==> src/rtl/dot_product_seq.sv <==
// -----------------------------------------------------------------------------
// dot_product_seq
//   Sequencer for an external mac_unit. A start command loads a vector length.
//   The block then accepts operand pairs on a valid/ready stream and steers them
//   into mac_unit so that it accumulates an unsigned dot product. The finished
//   accumulator is presented on a valid/ready result port.
//
//   Optional feature macro: SAT_OVF_EN
//     defined   : overflow is tracked on a shadow sum; the result saturates to
//                 all-ones and o_res_ovf is raised.
//     undefined : the sum wraps modulo 2^ACC_W and o_res_ovf stays 0.
//
// Ports
//   i_clk          clock, rising edge
//   i_reset        asynchronous, active-low reset
//   i_start        command strobe, sampled only while idle
//   i_len          number of operand pairs, sampled with i_start
//   o_busy         high whenever the sequencer is not idle
//   i_op_valid     operand pair valid
//   o_op_ready     operand pair accepted this cycle (only while running)
//   i_op_a/i_op_b  activation / weight operand
//   o_mac_a/o_mac_b  operands to mac_unit (zero on cycles without a beat)
//   o_mac_acc_in   accumulator input to mac_unit
//   i_mac_acc_out  registered accumulator output from mac_unit
//   o_res_valid    result valid
//   i_res_ready    result consumer ready
//   o_res_data     dot-product result
//   o_res_ovf      result overflowed ACC_W
// -----------------------------------------------------------------------------
module dot_product_seq #(
    parameter int unsigned DATA_W = 8,
    parameter int unsigned ACC_W  = 16,
    parameter int unsigned LEN_W  = 8
) (
    input  logic              i_clk,
    input  logic              i_reset,
    input  logic              i_start,
    input  logic [LEN_W-1:0]  i_len,
    output logic              o_busy,
    input  logic              i_op_valid,
    output logic              o_op_ready,
    input  logic [DATA_W-1:0] i_op_a,
    input  logic [DATA_W-1:0] i_op_b,
    output logic [DATA_W-1:0] o_mac_a,
    output logic [DATA_W-1:0] o_mac_b,
    output logic [ACC_W-1:0]  o_mac_acc_in,
    input  logic [ACC_W-1:0]  i_mac_acc_out,
    output logic              o_res_valid,
    input  logic              i_res_ready,
    output logic [ACC_W-1:0]  o_res_data,
    output logic              o_res_ovf
);

    localparam logic [1:0] S_IDLE  = 2'd0;
    localparam logic [1:0] S_RUN   = 2'd1;
    localparam logic [1:0] S_DRAIN = 2'd2;
    localparam logic [1:0] S_HOLD  = 2'd3;

    logic [1:0]       r_state;
    logic [LEN_W-1:0] r_cnt;
    logic             r_first;
    logic [ACC_W-1:0] r_res_data;
    logic             r_res_ovf;

    logic             w_beat;
    logic             w_ovf;
    logic [ACC_W-1:0] w_acc_in;

    always_comb begin
        o_op_ready = (r_state == S_RUN);
        w_beat     = i_op_valid && (r_state == S_RUN);
        // Gap cycles feed zeros so the accumulator simply holds its value.
        o_mac_a    = w_beat ? i_op_a : '0;
        o_mac_b    = w_beat ? i_op_b : '0;
    end

`ifdef SAT_OVF_EN
    // Shadow sum is wide enough that neither the product nor the carry is lost.
    localparam int unsigned SHW = ((2 * DATA_W > ACC_W) ? 2 * DATA_W : ACC_W) + 1;

    logic           r_ovf;
    logic [SHW-1:0] w_shadow;
    logic           w_shadow_ovf;

    always_comb begin
        w_shadow     = SHW'(w_acc_in) + SHW'(i_op_a) * SHW'(i_op_b);
        w_shadow_ovf = |w_shadow[SHW-1:ACC_W];
        w_ovf        = r_ovf;
        // Once overflowed, keep mac_unit pinned at the top of its range.
        if (r_first) begin
            w_acc_in = '0;
        end else if (r_ovf) begin
            w_acc_in = '1;
        end else begin
            w_acc_in = i_mac_acc_out;
        end
    end

    always_ff @(posedge i_clk or negedge i_reset) begin
        if (!i_reset) begin
            r_ovf <= 1'b0;
        end else if (r_state == S_IDLE && i_start) begin
            r_ovf <= 1'b0;
        end else if (w_beat && w_shadow_ovf) begin
            r_ovf <= 1'b1;
        end
    end
`else
    always_comb begin
        w_ovf    = 1'b0;
        w_acc_in = r_first ? '0 : i_mac_acc_out;
    end
`endif

    assign o_mac_acc_in = w_acc_in;
    assign o_busy       = (r_state != S_IDLE);
    assign o_res_valid  = (r_state == S_HOLD);
    assign o_res_data   = r_res_data;
    assign o_res_ovf    = r_res_ovf;

    always_ff @(posedge i_clk or negedge i_reset) begin
        if (!i_reset) begin
            r_state    <= S_IDLE;
            r_cnt      <= '0;
            r_first    <= 1'b1;
            r_res_data <= '0;
            r_res_ovf  <= 1'b0;
        end else begin
            case (r_state)
                S_IDLE: begin
                    if (i_start) begin
                        r_cnt   <= i_len;
                        r_first <= 1'b1;
                        if (i_len == '0) begin
                            r_state    <= S_HOLD;
                            r_res_data <= '0;
                            r_res_ovf  <= 1'b0;
                        end else begin
                            r_state <= S_RUN;
                        end
                    end
                end
                S_RUN: begin
                    if (w_beat) begin
                        r_cnt   <= r_cnt - LEN_W'(1);
                        r_first <= 1'b0;
                        if (r_cnt == LEN_W'(1)) begin
                            r_state <= S_DRAIN;
                        end
                    end
                end
                // mac_unit output now includes the final beat.
                S_DRAIN: begin
                    r_res_data <= w_ovf ? '1 : i_mac_acc_out;
                    r_res_ovf  <= w_ovf;
                    r_state    <= S_HOLD;
                end
                S_HOLD: begin
                    if (i_res_ready) begin
                        r_state <= S_IDLE;
                    end
                end
                default: r_state <= S_IDLE;
            endcase
        end
    end

endmodule

==> config.mk <==
export PLATFORM = sky130hd
export DESIGN_NAME = dot_product_seq
export DESIGN_NICKNAME = d
export VERILOG_FILES = /design/src/rtl/dot_product_seq.sv
export SDC_FILE = /design/constraint.sdc
export NUM_CORES = 1
export LEC_CHECK = 0
export CAP_MARGIN = 15
export CORE_MARGIN = 4
export CORE_UTILIZATION = 44
export CTS_BUF_LIST = sky130_fd_sc_hd__clkbuf_8
export CTS_CLUSTER_DIAMETER = 200
export DETAILED_ROUTE_END_ITERATION = 7
export DONT_BUFFER_PORTS = 1
export REMOVE_ABC_BUFFERS = 1
export SYNTH_ARGS = -nofsm -noshare
export SYNTH_HDL_FRONTEND = slang
export SYNTH_SLANG_ARGS = --single-unit
==> constraint.sdc <==
create_clock -name i_clk -period 3.49 [get_ports i_clk]
set_clock_uncertainty 0.2 [all_clocks]
set_input_delay 0.698 -clock i_clk [delete_from_list [all_inputs] [get_ports i_clk]]
set_output_delay 0.698 -clock i_clk [all_outputs]
set_load 0.01 [all_outputs]
After elaboration in Yosys (flattened, before gate mapping) --
Cells that the tools add are included.
Word-level totals: output and inout port bits 52, memories 0, flip-flop bits (word level) 28, input port bits 45, bits in read-only memories 0, bits in writable memories 0, latch bits 0
Operators by class: equality and inequality tests 9, reductions and logical operators 9, add/sub/neg operators 1, bitwise logic cells 0, magnitude comparators 0, shift operators 0, divide/modulo/power cells 0, multiplexer cells 21, multiply operators 0
Operator list (count):
- two-way mux 16 bit | 3
- two-way mux 8 bit | 4
- one-hot mux 16 bit (2 select lines) | 1
- one-hot mux 8 bit (2 select lines) | 1
- two-way mux 2 bit | 5
- equality test 8 x 1 -> 1 bit, second input constant | 1
- zero test 8 bit | 1
- one-hot mux 2 bit (4 select lines) | 1
- subtractor 8 x 1 -> 8 bit, second input constant | 1
- != test 2 x 1 -> 1 bit, second input constant | 3
- AND reduction 3 bit | 2
- nonzero test 2 bit | 3
- equality test 2 bit, second input constant | 2
- two-way mux 1 bit | 4
- != test 2 bit, second input constant | 2
- one-hot mux 1 bit (2 select lines) | 2
- AND reduction 4 bit | 1
- equality test 2 x 1 -> 1 bit, second input constant | 1
- zero test 2 bit | 1
- logical AND 1 bit | 1

Logic depth before layout (Yosys ltp) --
depth after elaboration 4, gate-level depth with buffers 8, depth with buffers taken out 6

Worst setup path before layout --
Ideal clock, no wire load.
path type register to output, start register r_state[1], end output port o_mac_b[0], slack 1.130 ns, path buffers 2, required time 2.592 ns, cell stages (with the launch flop) 6, arrival time 1.462 ns, cell sequence dfrtp_1 -> inv_1 -> ha_1 -> clkbuf_1 -> clkbuf_1 -> and3_1
On the way: cells in the longest elaborated chain, start to end 3
Ends and longest elaborated chain:
- from (decl) | RTL line 59 | logic [1:0] r_state;
- from (signal assigned) | RTL line 123 | r_state <= S_IDLE;
- from (signal assigned) | RTL line 135 | r_state <= S_HOLD;
- from (signal assigned) | RTL line 139 | r_state <= S_RUN;
- equality test 2 x 1 -> 1 bit
- net o_op_ready | RTL line 41 | output logic o_op_ready,
- logical AND 1 bit | RTL line 71 | w_beat = i_op_valid && (r_state == S_RUN);
- two-way mux 8 bit | RTL line 74 | o_mac_b = w_beat ? i_op_b : '0;
- to (decl) | RTL line 45 | output logic [DATA_W-1:0] o_mac_b,
The timed path passes the listed nets, and every way through them passes these cells.

Worst setup path in the final report --
start register r_state[1], end output port o_mac_a[5]
On the way: cells in the longest elaborated chain, start to end 3
Ends and longest elaborated chain:
- equality test 2 x 1 -> 1 bit
- net o_op_ready | RTL line 41
- logical AND 1 bit | RTL line 71
- two-way mux 8 bit | RTL line 73 | o_mac_a = w_beat ? i_op_a : '0;
- to (decl) | RTL line 44 | output logic [DATA_W-1:0] o_mac_a,
The timed path passes the listed nets, and every way through them passes these cells.

==> impl_summary.log <==
[metrics] outcome: complete, no violations
[metrics] cell internal power dissipation: 803 uW
[metrics] Core Footprint: 3740 um2
[metrics] sequential group share of total power: 39.1%
[metrics] CTS buffer count: 3
[metrics] total power divided by cell area: 848 nW/um2
[metrics] min cycle time layout: 2.64 ns
[metrics] top fanout value on the critical path: 26
[metrics] total leakage power: 0.000824 uW
[metrics] DIE WIDTH: 71.1 um
[metrics] flip-flop and latch area: 677 um2
[metrics] power after layout: 1550 uW
[metrics] Root Buffer Master: clkbuf_8
[metrics] part of the total power dissipated in combinational logic: 48.8%
[metrics] library cell with the largest summed area after synthesis: dfrtp_1
[metrics] initial core utilization: 46.9%
[metrics] Max stage delay on crit path: 0.60 ns
[metrics] residual overflow from global routing: 0
[metrics] leading cell type in the layout, fill and taps excluded: inv_1
[metrics] share of the clock period used by the worst path: 75.8%
[metrics] distinct cell type count after synthesis: 36
[metrics] Crit Reg-Reg Startpoint: r_state[1]
[metrics] part of the Yosys area used for sequential elements: 38.6%
[metrics] depth of the CTS H-tree: 1
[metrics] setup repair after global routing missed its margin: no
[metrics] wire length of the first global-routing pass: 6660 um
[metrics] detailed-route DRC error count: 0
[metrics] Vias per Instance: 5.73
[metrics] total of endpoints with negative setup slack in the final report: 0
[metrics] worst path cell trace: inv_1 -> ha_1 -> and3_1
[metrics] number of synthesized register bits: 27
[metrics] Final Hold Violating Endpoints: 0
[metrics] area of placed instances: 1760 um2
[metrics] antenna violations before repair: 0
[metrics] CTS sink cnt: 27
[metrics] clock-pin transition on the worst setup and hold timing paths: 0.10 ns
[metrics] Overall Global Routing Usage: 16.3%
[metrics] top cells by area, synth: dfrtp_1 37%, nor2b_1 6.4%, nand3_1 6.3%
[metrics] overall routed net length: 4350 um
[metrics] residual antenna-violating net count after detailed routing: 0
[metrics] diode count: 0
[metrics] largest net degree at the start of global routing: 33
[metrics] Worst setup EP type: output port
[metrics] Max Cap Viol: 0
[metrics] DR iter-0 viols: 54
[metrics] growth of design area from synthesis to finish: 3.99%
[metrics] combined area of the multi-input logic cells: 902 um2
[metrics] Worst Max-Slew Pin Slew: 0.667 ns
[metrics] num rows: 22
[metrics] capture instance of the worst register-to-register path: r_state[0]
[metrics] Synth Warn #: 0
[metrics] synthesized instance count: 210
[metrics] Non-Filler Cell Area, Final: 1820 um2
[metrics] switching power: 743 uW
[metrics] count of final max-slew check failures: 0
[metrics] Worst R2R Path Depth: 6
[metrics] Hold Path Class: in2async
[metrics] type of element launching the critical path: register
[metrics] category of cells accounting for the largest share of critical-path delay: adder cells
[metrics] worst vdd rail ir drop: 300 uV
[metrics] normalized max-slew margin: 55.5%
[metrics] Port-buffer cells: 0
[metrics] sum of negative setup slack: 0 ns
[metrics] post-synthesis instance area: 1750 um2
[metrics] buffer levels on the longest clock path: 2
[metrics] Die Area: 5060 um2
[metrics] share of the synthesized area in the top cell type: 37.1%
[metrics] first-pass iteration count of the detailed router: 4
[metrics] post-detail-place hpwl: 3290 um
[metrics] register-to-register setup slack: 1.07 ns
[metrics] Vert. Die Dim: 71.1 um
[metrics] fill cell total of the finished layout: 381
[metrics] sw frac: 48.0%
[metrics] fraction of power consumed by the clock network: 12.1%
[metrics] required time worst endpoint: 2.59 ns
[metrics] TritonCTS clock tree: built
[metrics] CP Data Arrival Time: 1.75 ns
[metrics] slowest library cell on the worst path: ha_1
[metrics] clock latency of the later-clocked register in the worst-skew pair: 0.27 ns
[metrics] boundary pin count: 97
[metrics] net count of the finished layout: 257
[metrics] layout cell share with drive strength beyond 1: 7.35%
[metrics] cells resized by post-CTS repair: 0
[metrics] Avg Inst Size Synth: 8.35 um2
[metrics] hold slack: 0.0256 ns
[metrics] RD Place Congestion: 0.790
[metrics] leading cell types in the layout, fill and taps excluded: 27 x inv_1, 26 x dfrtp_1, 22 x nand3_1, 22 x o21ai_0, 18 x nor2b_1
[metrics] Critical Setup Path Class: reg2out
[metrics] post-detailed-route wirelength per cell: 17.2 um
[metrics] upper clock frequency limit: 0.378 GHz
[metrics] vias in the first global route: 1381
[metrics] core utilization of the finished layout: 48.7%
[metrics] Worst Path Buf+Inv: 1
[metrics] overall via count from detail_route: 1444
## worst max path at each step
stage | from | endpoint | slack, ns | cells after the start
2_1_floorplan | i_len[4] | o_res_data[0] | 1.07 | 4
3_3_place_gp | i_len[4] | o_res_data[10] | 1.17 | 5
3_5_place_dp | r_state[1] | r_state[0] | 1.05 | 6
4_1_cts | r_state[1] | o_mac_a[0] | 0.82 | 3
5_1_grt | r_state[1] | o_mac_a[1] | 0.65 | 3
6_report | r_state[1] | o_mac_a[5] | 0.85 | 3
## metal layers
layer | wire (um) | track usage, % | up-vias
li1 | - | - | 701
met1 | 1770 | 20.2 | 675
met5 | 0 | 0 | -
met2 | 2170 | 28.1 | 66
met4 | 36 | 5.22 | 0
met3 | 378 | 3.27 | 2
## Yosys cell counts
| library cell | n |
|---|---|
| nand2b_1 | 4 |
| o22ai_1 | 5 |
| a21oi_1 | 4 |
| clkbuf_1 | 7 |
| nand2_1 | 8 |
| a31oi_1 | 1 |
| nor3_2 | 1 |
| conb_1 | 1 |
| nor3b_1 | 1 |
| o21ai_0 | 22 |
| nor2b_1 | 18 |
| or2_2 | 2 |
| nor4_1 | 1 |
| nand3_1 | 22 |
| nand4_1 | 1 |
| or4_4 | 2 |
| nor2_1 | 10 |
| a221oi_1 | 2 |
| dfrtp_1 | 26 |
| and3_1 | 16 |
| dfstp_2 | 1 |
| inv_1 | 27 |
| buf_6 | 2 |
| and4b_1 | 1 |
| clkbuf_2 | 1 |
| o32ai_4 | 1 |
| ha_1 | 7 |
| mux2i_1 | 5 |
| or3_1 | 1 |
| a22o_1 | 1 |
| nor3_1 | 3 |
| o211ai_1 | 1 |
| buf_2 | 1 |
| buf_4 | 2 |
| o221a_2 | 1 |
| o221ai_1 | 1 |
## area by class of cell
| cell class | instances | area share, % |
|---|---|---|
| inverters | 27 | 5.56 |
| clock inverters | 1 | 0.412 |
| well taps | 48 | 3.29 |
| clock buffers | 3 | 2.26 |
| repair buffers | 3 | 1.92 |
| flip-flops and latches | 27 | 37.1 |
| multi-input cells | 143 | 49.5 |
## sequential cells by signal, indices dropped and copies added (netlist names)
| register | count |
|---|---|
| r_cnt | 8 |
| r_first | 1 |
| r_state | 2 |
| o_res_data | 16 |
## kinds of logic after synthesis
kind of cell    after synthesis  synth area share [%]
compound gates               39                  14.2
buf+inv                      40                  9.99
other cells                   1                 0.214
mux                           5                  2.85
simple gates                 91                  29.2
flops                        27                  38.6
fa+ha+maj                     7                  4.99
## power by group through the flow
stage          registers, uW  logic [uW]  clock network, uW
2_1_floorplan            571         598                  0
3_3_place_gp             605         720                  0
3_5_place_dp             613         752                  0
4_1_cts                  608         761                190
5_1_grt                  627         850                200
6_report                 605         755                187
## metrics by stage
step / std cells / setup WS, ns
after CTS: 252 / 0.815
after detailed placement: 247 / 1.05
after floorplan: 197 / 1.07
final: 252 / 0.845
after global placement: 247 / 1.17
after global routing: 252 / 0.652
## repair_timing
action	4_1_cts	5_1_grt
hold buffers	1	0
buffers inserted	0	0
hold endpoints to repair	26	0
Note: power is estimated with default switching activity, not from simulation.
